**src/rtl/amba3_apb_regfile_pkg.sv**
```systemverilog
// Shared types and helpers for the APB3 register file.
// Also used by the BFM-side scoreboard for word-index math.
package pkg_amba3;

  typedef enum logic [0:0] {
    APB_IDLE,
    APB_ACCESS
  } apb_state_e;

  function automatic logic [63:0] apb_word_index(
    input logic [63:0] addr,
    input int          data_bits
  );
    return addr >> $clog2(data_bits / 8);
  endfunction

endpackage

```
**src/rtl/amba3_apb_reg_bank.sv**
```systemverilog
// Register storage, write-enable decode and write strobes.
// Strobe bit i pulses for one cycle after register i is committed.
module amba3_apb_reg_bank
  import pkg_amba3::*;
#(
  parameter int DATA_BITS = 32,
  parameter int NUM_REGS  = 16,
  parameter int IDX_W     = 4
) (
  input  logic                          pclk,
  input  logic                          preset_n,
  input  logic                          we,
  input  logic [IDX_W-1:0]              idx,
  input  logic [DATA_BITS-1:0]          wdata,
  output logic [NUM_REGS*DATA_BITS-1:0] reg_q,
  output logic [NUM_REGS-1:0]           wr_stb
);

  logic [DATA_BITS-1:0] regs [NUM_REGS];

  always_ff @(posedge pclk or negedge preset_n) begin
    if (!preset_n) begin
      for (int i = 0; i < NUM_REGS; i++) begin
        regs[i] <= '0;
      end
      wr_stb <= '0;
    end else begin
      for (int i = 0; i < NUM_REGS; i++) begin
        wr_stb[i] <= we && (idx == IDX_W'(i));
        if (we && (idx == IDX_W'(i))) begin
          regs[i] <= wdata;
        end
      end
    end
  end

  for (genvar g = 0; g < NUM_REGS; g++) begin : g_out
    assign reg_q[g*DATA_BITS +: DATA_BITS] = regs[g];
  end

endmodule

```
**src/rtl/amba3_apb_regfile.sv**
```systemverilog
// APB3 slave register file with programmable wait states.
// Optional pslverr on decode miss: define AMBA3_APB_PSLVERR_EN.
module amba3_apb_regfile
  import pkg_amba3::*;
#(
  parameter int ADDR_BITS   = 32,
  parameter int DATA_BITS   = 32,
  parameter int NUM_REGS    = 16,
  parameter int WAIT_CYCLES = 0
) (
  input  logic                          pclk,
  input  logic                          preset_n,
  input  logic [ADDR_BITS-1:0]          paddr,
  input  logic                          psel,
  input  logic                          penable,
  input  logic                          pwrite,
  input  logic [DATA_BITS-1:0]          pwdata,
  output logic                          pready,
  output logic [DATA_BITS-1:0]          prdata,
`ifdef AMBA3_APB_PSLVERR_EN
  output logic                          pslverr,
`endif
  output logic [NUM_REGS*DATA_BITS-1:0] reg_q,
  output logic [NUM_REGS-1:0]           wr_stb
);

  localparam int IDX_W =
    (NUM_REGS > 1) ? $clog2(NUM_REGS) : 1;
  localparam logic [7:0] WAIT8 = 8'(WAIT_CYCLES);

  apb_state_e           state;
  logic [7:0]           cnt;
  logic [ADDR_BITS-1:0] addr_q;
  logic                 wr_q;
  logic [DATA_BITS-1:0] wdata_q;

  logic [ADDR_BITS-1:0] addr_s;
  logic                 wr_s;
  logic [63:0]          widx;
  logic [IDX_W-1:0]     idx;
  logic                 miss;
  logic [DATA_BITS-1:0] rsel;
  logic                 setup;
  logic                 tick;
  logic                 done;
  logic                 abort;
  logic                 set_rdy;
  logic                 clr_rdy;
  logic                 we;

  // With no wait states pready rises at the setup edge, so decode
  // must look at the live bus in IDLE and the latched copy after.
  assign addr_s = (state == APB_IDLE) ? paddr : addr_q;
  assign wr_s   = (state == APB_IDLE) ? pwrite : wr_q;
  assign widx   = apb_word_index(64'(addr_s), DATA_BITS);
  assign idx    = widx[IDX_W-1:0];
  assign miss   = widx >= 64'(NUM_REGS);
  assign rsel   = reg_q[idx*DATA_BITS +: DATA_BITS];

  assign setup = (state == APB_IDLE) && psel && !penable;
  assign tick  = (state == APB_ACCESS) && psel
              && penable && !pready;
  assign done  = (state == APB_ACCESS) && psel
              && penable && pready;
  assign abort = (state == APB_ACCESS) && !psel;

  assign set_rdy = (setup && (WAIT_CYCLES == 0))
                || (tick && (cnt == 8'd1));
  assign clr_rdy = done || abort;
  assign we      = done && wr_q && !miss;

  always_ff @(posedge pclk or negedge preset_n) begin
    if (!preset_n) begin
      state   <= APB_IDLE;
      cnt     <= '0;
      addr_q  <= '0;
      wr_q    <= 1'b0;
      wdata_q <= '0;
      pready  <= 1'b0;
      prdata  <= '0;
    end else begin
      unique case (state)
        APB_IDLE: begin
          if (setup) begin
            addr_q  <= paddr;
            wr_q    <= pwrite;
            wdata_q <= pwdata;
            cnt     <= WAIT8;
            state   <= APB_ACCESS;
          end
        end
        APB_ACCESS: begin
          if (abort || done) begin
            state <= APB_IDLE;
          end else if (tick) begin
            cnt <= cnt - 8'd1;
          end
        end
        default: state <= APB_IDLE;
      endcase
      if (set_rdy) begin
        pready <= 1'b1;
        prdata <= (!wr_s && !miss) ? rsel : '0;
      end else if (clr_rdy) begin
        pready <= 1'b0;
        prdata <= '0;
      end
    end
  end

`ifdef AMBA3_APB_PSLVERR_EN
  always_ff @(posedge pclk or negedge preset_n) begin
    if (!preset_n) begin
      pslverr <= 1'b0;
    end else if (set_rdy) begin
      pslverr <= miss;
    end else if (clr_rdy) begin
      pslverr <= 1'b0;
    end
  end
`endif

  amba3_apb_reg_bank #(
    .DATA_BITS (DATA_BITS),
    .NUM_REGS  (NUM_REGS),
    .IDX_W     (IDX_W)
  ) u_bank (
    .pclk     (pclk),
    .preset_n (preset_n),
    .we       (we),
    .idx      (idx),
    .wdata    (wdata_q),
    .reg_q    (reg_q),
    .wr_stb   (wr_stb)
  );

endmodule

```
**config.mk**
```make
export PLATFORM = sky130hd
export DESIGN_NAME = amba3_apb_regfile
export DESIGN_NICKNAME = d
export VERILOG_FILES = /design/src/rtl/amba3_apb_regfile_pkg.sv /design/src/rtl/amba3_apb_reg_bank.sv /design/src/rtl/amba3_apb_regfile.sv
export SDC_FILE = /design/constraint.sdc
export NUM_CORES = 1
export LEC_CHECK = 0
export ABC_CLOCK_PERIOD_IN_PS = 5600
export BUFFER_PORTS_ARGS = -buffer_cell sky130_fd_sc_hd__buf_2
export CORE_AREA = 2 2 243 245
export CTS_BUF_LIST = sky130_fd_sc_hd__clkbuf_16
export CTS_CLUSTER_DIAMETER = 200
export DETAILED_ROUTE_END_ITERATION = 7
export DIE_AREA = 0 0 245 247
export PLACE_DENSITY = 0.74
export SYNTH_ARGS = -nofsm -noshare
export SYNTH_HDL_FRONTEND = slang
export SYNTH_HIERARCHICAL = 1
export SYNTH_SLANG_ARGS = --single-unit
export TNS_END_PERCENT = 5
```
**constraint.sdc**
```tcl
create_clock -name pclk -period 5.6 [get_ports pclk]
set_input_delay 0.28 -clock pclk [delete_from_list [all_inputs] [get_ports pclk]]
set_output_delay 0.28 -clock pclk [all_outputs]
set_load 0.05 [all_outputs]
```
---- Word level (Yosys, flattened, before mapping) ----
Index checks and enable logic that the tools add are counted.
word-level totals
  flip-flop bits (word level) ............. 635
  input port bits ......................... 69
  output and inout port bits .............. 561
  word-level logic and storage cells ...... 99
cells by class
  reduce and logical (&&, ||, !) cells .... 38
  muxes and demuxes ....................... 14
  shift-type cells ........................ 1
  equality and inequality tests ........... 19
  magnitude comparators ................... 1
  add/subtract/negate cells ............... 1
  bitwise logic cells ..................... 1
operators with widths
  operator                                                                 number
  512-bit by 10-bit variable part select with 32-bit output                1
  32-bit 2-to-1 mux                                                        4
  4-bit equality test, second input constant                               8
  30-bit by 5-bit >= comparator with 1-bit output, second input constant   1
  1-bit logical AND                                                        27
  8-bit 2-to-1 mux                                                         3
  4-bit by 3-bit equality test with 1-bit output, second input constant    4
  8-bit one-hot mux with 2 select lines                                    1
  4-bit by 2-bit equality test with 1-bit output, second input constant    2
  8-bit by 1-bit equality test with 1-bit output, second input constant    1
  8-bit by 1-bit subtractor with 8-bit output, second input constant       1
  1-bit logical NOT                                                        5
  1-bit 2-to-1 mux                                                         5
  4-bit by 1-bit equality test with 1-bit output, second input constant    1
  4-bit logical NOT                                                        1
  2-bit inequality test, second input constant                             2
  3-bit AND reduction                                                      1
  1-bit logical OR                                                         2
  2-bit by 1-bit inequality test with 1-bit output, second input constant  1
  1-bit one-hot mux with 2 select lines                                    1
  2-bit AND reduction                                                      1
  2-bit nonzero test                                                       1
  1-bit inverter                                                           1

---- Longest topological paths before layout ----
  word-level depth ........................ 6
  gate-level depth with buffers ........... 12
  gate-level depth less buffers ........... 8

---- Modules after synthesis ----
The synthesis kept the hierarchy.
modules (own cells, without submodules)
  module              seq. area each (µm²)  cells an instance  area an instance (µm²)  times used
  amba3_apb_reg_bank  13,212.7              1,155              19,635.1                1
  amba3_apb_regfile   2,627.5               853                8,946.1                 1

---- Worst setup path before layout ----
No wires, ideal clock.
  path type ............................... register -> register
  start point ............................. register state
  end point ............................... register u_bank.regs (netlist bit u_bank/reg_q[10])
  stages on the path, launching flop included .. 13
  data arrival time ....................... 2.930 ns
  library setup time ...................... 0.125 ns
  buffers on the path ..................... 4
  clock period less this slack ............ 3.055 ns
  path slack .............................. 2.545 ns
  data required time ...................... 5.475 ns
  cells stage by stage .................... dfrtp_1 > buf_4 > buf_6 > nor4_1 > nand4_1 > nor4_1 > o21ai_0 > nor3_1 > or3b_1 > or3_1 > buf_2 > buf_6 > mux2_4
on the way
  word-level cells in the longest chain between the ends .. 6
  elaborated cells on any way between the ends .. 10
  those cells by class .................... 1 x order compare; 1 x mux; 8 x reduce/logical
RTL lines
  item                                                                                                     line                      source
  start: declaration                                                                                       amba3_apb_regfile.sv:31   apb_state_e state;
  start signal: assignment                                                                                 amba3_apb_regfile.sv:74   state <= APB_IDLE;
  start signal: assignment                                                                                 amba3_apb_regfile.sv:89   state <= APB_ACCESS;
  start signal: assignment                                                                                 amba3_apb_regfile.sv:94   state <= APB_IDLE;
  parallel branches: the longest is 4 deep, another holds 30-bit by 5-bit >= comparator with 1-bit output  --
  1-bit logical AND (*)                                                                                    amba3_apb_regfile.sv:70   assign we = done && wr_q && !miss;
  named net we                                                                                             amba3_apb_regfile.sv:49   logic we;
  1-bit logical AND (*)                                                                                    amba3_apb_reg_bank.sv:30  if (we && (idx == IDX_W'(i))) begin
  end signal: indexed assignment                                                                           amba3_apb_reg_bank.sv:31  regs[i] <= wdata;
  end: declaration                                                                                         amba3_apb_reg_bank.sv:19  logic [DATA_BITS-1:0] regs [NUM_REGS];
Mark *: on every way through the listed nets, which the timed path passes.
A chain may end at the register's enable or synchronous reset.

---- Final worst setup path ----
  start point ............................. register addr_q[9]
  end point ............................... register u_bank.regs (netlist bit u_bank/reg_q[406])
on the way
  word-level cells in the longest chain between the ends .. 5
RTL lines
  item                                             line                      source
  start: declaration                               amba3_apb_regfile.sv:33   logic [ADDR_BITS-1:0] addr_q;
  start signal: assignment                         amba3_apb_regfile.sv:85   addr_q <= paddr;
  32-bit 2-to-1 mux                                amba3_apb_regfile.sv:53   assign addr_s = (state == APB_IDLE) ? paddr : addr_q;
  30-bit by 5-bit >= comparator with 1-bit output  amba3_apb_regfile.sv:57   assign miss = widx >= 64'(NUM_REGS);
  1-bit logical NOT                                amba3_apb_regfile.sv:70
  1-bit logical AND                                amba3_apb_regfile.sv:70
  named net we                                     amba3_apb_regfile.sv:49
  1-bit logical AND                                amba3_apb_reg_bank.sv:30
The timed path passes the listed nets, and every way through them passes these cells.

==> results list <==
* Total of warnings raised by yosys: 6
- Detailed placer's ending HPWL: around 66,000 microns
* TritonCTS Buffers: 69
- Clk_skew: 0.0274 ns
* Post-layout nets: approximately 2,700
* H-tree lvl count: 3
- Post-Syn Instances: around 2,000
- After detailed routing, the number of remaining DRC violations is 0.
- Synthesized area: roughly 29,000 sq um
- Total of hold buffers inserted after clock tree synthesis: 65
- Counting cells, the worst reg-to-reg path comes to 9.
* Slew headroom: 13.7%
* Time the final worst path needs with I/O delays and setup: 4.49 ns
- The detailed router finished its first iteration with 1,751 violations.
* Number of enable flip-flop cells after synthesis: 0
- The first global-routing pass estimated between 100,000 and 150,000 microns of wire.
* Total nets after synthesis: 2,079
* Kind of end point of the critical path: flip-flop
- The critical path is of the reg2reg type.
- The floorplan step defined a die boundary enclosing between 60,000 and 70,000 sq um.
* Register clock-pin slew on the reported worst setup and hold paths: about 0.060 ns
* Placer's final routability congestion estimate: 0.861
* RSZ-0062 raised after global routing: false
- The library cell used most frequently in the layout, excluding fill and tap cells, is sky130_fd_sc_hd__dfrtp_1.
* Outcome: completed
* Vias: roughly 21,000
* Placement Rows: a little under 90
* Crit-path cells: nor4b_1 -> nand4_1 -> nor4_1 -> o21ai_0 -> nor3_1 -> nand3_1 -> or3_2 -> buf_4 -> mux2_2
- The slowest stage of the critical path belongs to the cell sky130_fd_sc_hd__or3_2.
- The layout has ~4,500 filler cells.
* Peak supply drop: roughly 0.25 mV
* Worst endpoint required time: ~6 ns
- In this run, post-CTS repair resized a total of 0 instances.
- Number of antenna violations at the first check in global routing: 2
- Top FF cell, synth: sky130_fd_sc_hd__dfrtp_1
- Layout overhead on the synthesized area: 23.0%
- Setup violations remaining at the end of the flow were counted as 0.
- TritonCTS built the clock tree.
- For the pin with the worst max-slew slack, the measured transition is 1.29 ns.
- The worst hold path was traced through 2 stages.
* PD cells: 290 nW/um^2
- Max-Cap Viols: 0
- Maximum achievable frequency: approximately 220 MHz
- Leading cell types in the layout, fill and taps excluded: 633 x sky130_fd_sc_hd__dfrtp_1, 626 x sky130_fd_sc_hd__buf_2, 494 x sky130_fd_sc_hd__mux2_2, 126 x sky130_fd_sc_hd__mux2i_1, 105 x sky130_fd_sc_hd__nand2_1
* Via-per-instance ratio: slightly above 6
* Final worst path period share: between 80 and 90%
- The via count of the first global-routing pass is ~22,000.
- Post-CTS setup buffer count: 0
- In the final layout, the share of cells above drive strength 1 is roughly 51%.
* First drt pass iteration count: 5
- In the final timing run, aggregate negative setup slack is 0 ns.
- The clock passes through at most 3 buffers.
* Height of the die: between 200 and 250 microns
- Leftover overflow at the end of global routing: 0
- Static Leak: 0.0186 uW
- Count of state elements after synthesis: roughly 630
- The number of hold-slack violations in the final timing report came to 0.
- In the final routed layout, each cell accounts on average for between 30 and 40 microns.
- Final max-slew violation count: 0
* Buffers added on ports: 627
- Counting distinct cell types in the post-synthesis netlist gives 51.
* Clock sinks: approximately 630
- Detailed Route WL: 104,000 microns
- The path class of the tightest hold or removal check is in2reg.
* Core outline area: 58,200 sq um
- Final design area excluding fillers: approximately 35,000 sq um
- Largest stage delay on the critical path: ~0.91 ns
- The placed instances occupy a cell area of 32,400 sq um.
- DRT antenna net count: 0
- During I/O placement, the number of pins put on the boundary was 630.
* Root cell of the clock tree: sky130_fd_sc_hd__clkbuf_16
- Clock insertion delay at the later pin of the skew report: roughly 0.62 ns
- Width of the chip: about 250 microns
- Once the floorplan was initialized, standard cells occupied between 40% and 50% of the core.
* Worst setup SP type: flip-flop
- After synthesis, the share of flip-flops with an asynchronous set or reset is 100%.
- Tot GR Track Use: about a third
- Entering global routing, the biggest net connects 183 pins.
- CP arrival: ~5 ns
- Proportion of synthesized chip area in sequential cells: a little under three fifths
- Along the worst path, the maximum fanout reaches 19.
* Mean cell area of the mapped netlist: approximately 14 sq um
[final cells by class]
cell class                      instances  area [sq um]  share of cell area, %
Clock inverter                         44           319                  0.907
Antenna cell                            2          5.00                 0.0142
Timing Repair Buffer                  730          4230                   12.0
Multi-Input combinational cell       1190         12000                   34.0
Inverter                               13          61.3                  0.174
Tap cell                              773           967                   2.75
Clock buffer                           71          1780                   5.05
Sequential cell                       633         15800                   45.0
[Yosys cell counts, types with 19 or more instances]
library cell,number,area (sq um)
sky130_fd_sc_hd__o221ai_1,32,280
sky130_fd_sc_hd__nor4_1,32,200
sky130_fd_sc_hd__mux2_1,73,822
sky130_fd_sc_hd__a32o_1,31,310
sky130_fd_sc_hd__a21oi_1,33,165
sky130_fd_sc_hd__o22ai_1,32,200
sky130_fd_sc_hd__a221oi_1,32,280
sky130_fd_sc_hd__buf_2,56,280
sky130_fd_sc_hd__a211oi_1,31,233
sky130_fd_sc_hd__nand2_1,105,394
sky130_fd_sc_hd__mux2i_1,127,1270
sky130_fd_sc_hd__clkbuf_1,78,293
sky130_fd_sc_hd__mux4_2,34,766
sky130_fd_sc_hd__dfrtp_1,633,15800
sky130_fd_sc_hd__mux2_4,40,601
sky130_fd_sc_hd__nor2_1,19,71.3
sky130_fd_sc_hd__mux2_2,494,5560
[through the flow]
stage / worst slack [ns] / hold WS, ns / util [%] / power [uW] / std cells
floorplan: 2.54 / -0.0156 / - / 5470 / 2008
global placement: 1.58 / 0.376 / 55.7 / 5850 / 3274
detailed placement: 1.50 / 0.386 / 55.7 / 5880 / 3274
CTS: 1.52 / 0.0526 / 60.4 / 10200 / 3454
global route: 0.968 / 0.0722 / 60.4 / 10500 / 3456
finish: 1.11 / 0.0801 / 60.4 / 10200 / 3456
[worst paths after layout]
| kind | start | to | slack [ns] |
|---|---|---|---|
| min | paddr[3] | addr_q[3]$_DFFE_PN0P_ | 0.08 |
| max in group asynchronous | preset_n | u_bank/reg_q[319]$_DFFE_PN0P_ | 3.72 |
| max | addr_q[9]$_DFFE_PN0P_ | u_bank/reg_q[406]$_DFFE_PN0P_ | 1.11 |
| min in group asynchronous | preset_n | u_bank/reg_q[313]$_DFFE_PN0P_ | 0.28 |
| min reg2reg | addr_q[26]$_DFFE_PN0P_ | addr_q[26]$_DFFE_PN0P_ | 0.51 |
| max reg2reg | addr_q[9]$_DFFE_PN0P_ | u_bank/reg_q[406]$_DFFE_PN0P_ | 1.11 |
[sequential cells by signal (all words and copies together), names as in the netlist]
register       cells
u_bank/reg_q     512
prdata            32
wdata_q           32
addr_q            30
u_bank/wr_stb     16
cnt                8
pready             1
state              1
wr_q               1
[layer usage]
| layer | vias to the layer above | global-route usage, % | routed length, microns |
|---|---|---|---|
| met3 | 351 | 9.27 | 9550 |
| met4 | 0 | 17.2 | 5640 |
| met1 | 11100 | 41.6 | 39100 |
| met2 | 1223 | 54.7 | 49500 |
| met5 | - | 0 | 0 |
| li1 | 8731 | - | - |
[logic make-up after synthesis]
logic type / synth area share, %
AO/OA/AOI/OAI: 5.66
XOR/XNOR: 0.184
multiplexers: 31.6
adder cells (fa/ha/maj): 0.0875
AND/OR/NAND/NOR: 3.71
buffers and inverters: 3.29
flip-flops: 55.4
[where the power goes]
group	total [uW]	leakage [uW]	internal (uW)	switching (uW)
combinational	906	0.00884	328	578
sequential	4960	0.00870	4680	277
clock	4330	0.00109	2470	1860
[critical path, delay by kind of cell, from the launching register on]
| kind | cells | cell delay, ns |
|---|---|---|
| AOI/OAI and AO/OA | 1 | 0.15 |
| and+or+nand+nor | 6 | 3.12 |
| DFF | 1 | 0.40 |
| buffers and inverters | 1 | 0.39 |
| muxes | 1 | 0.31 |
No activity file was read; power rests on OpenSTA's default activity.
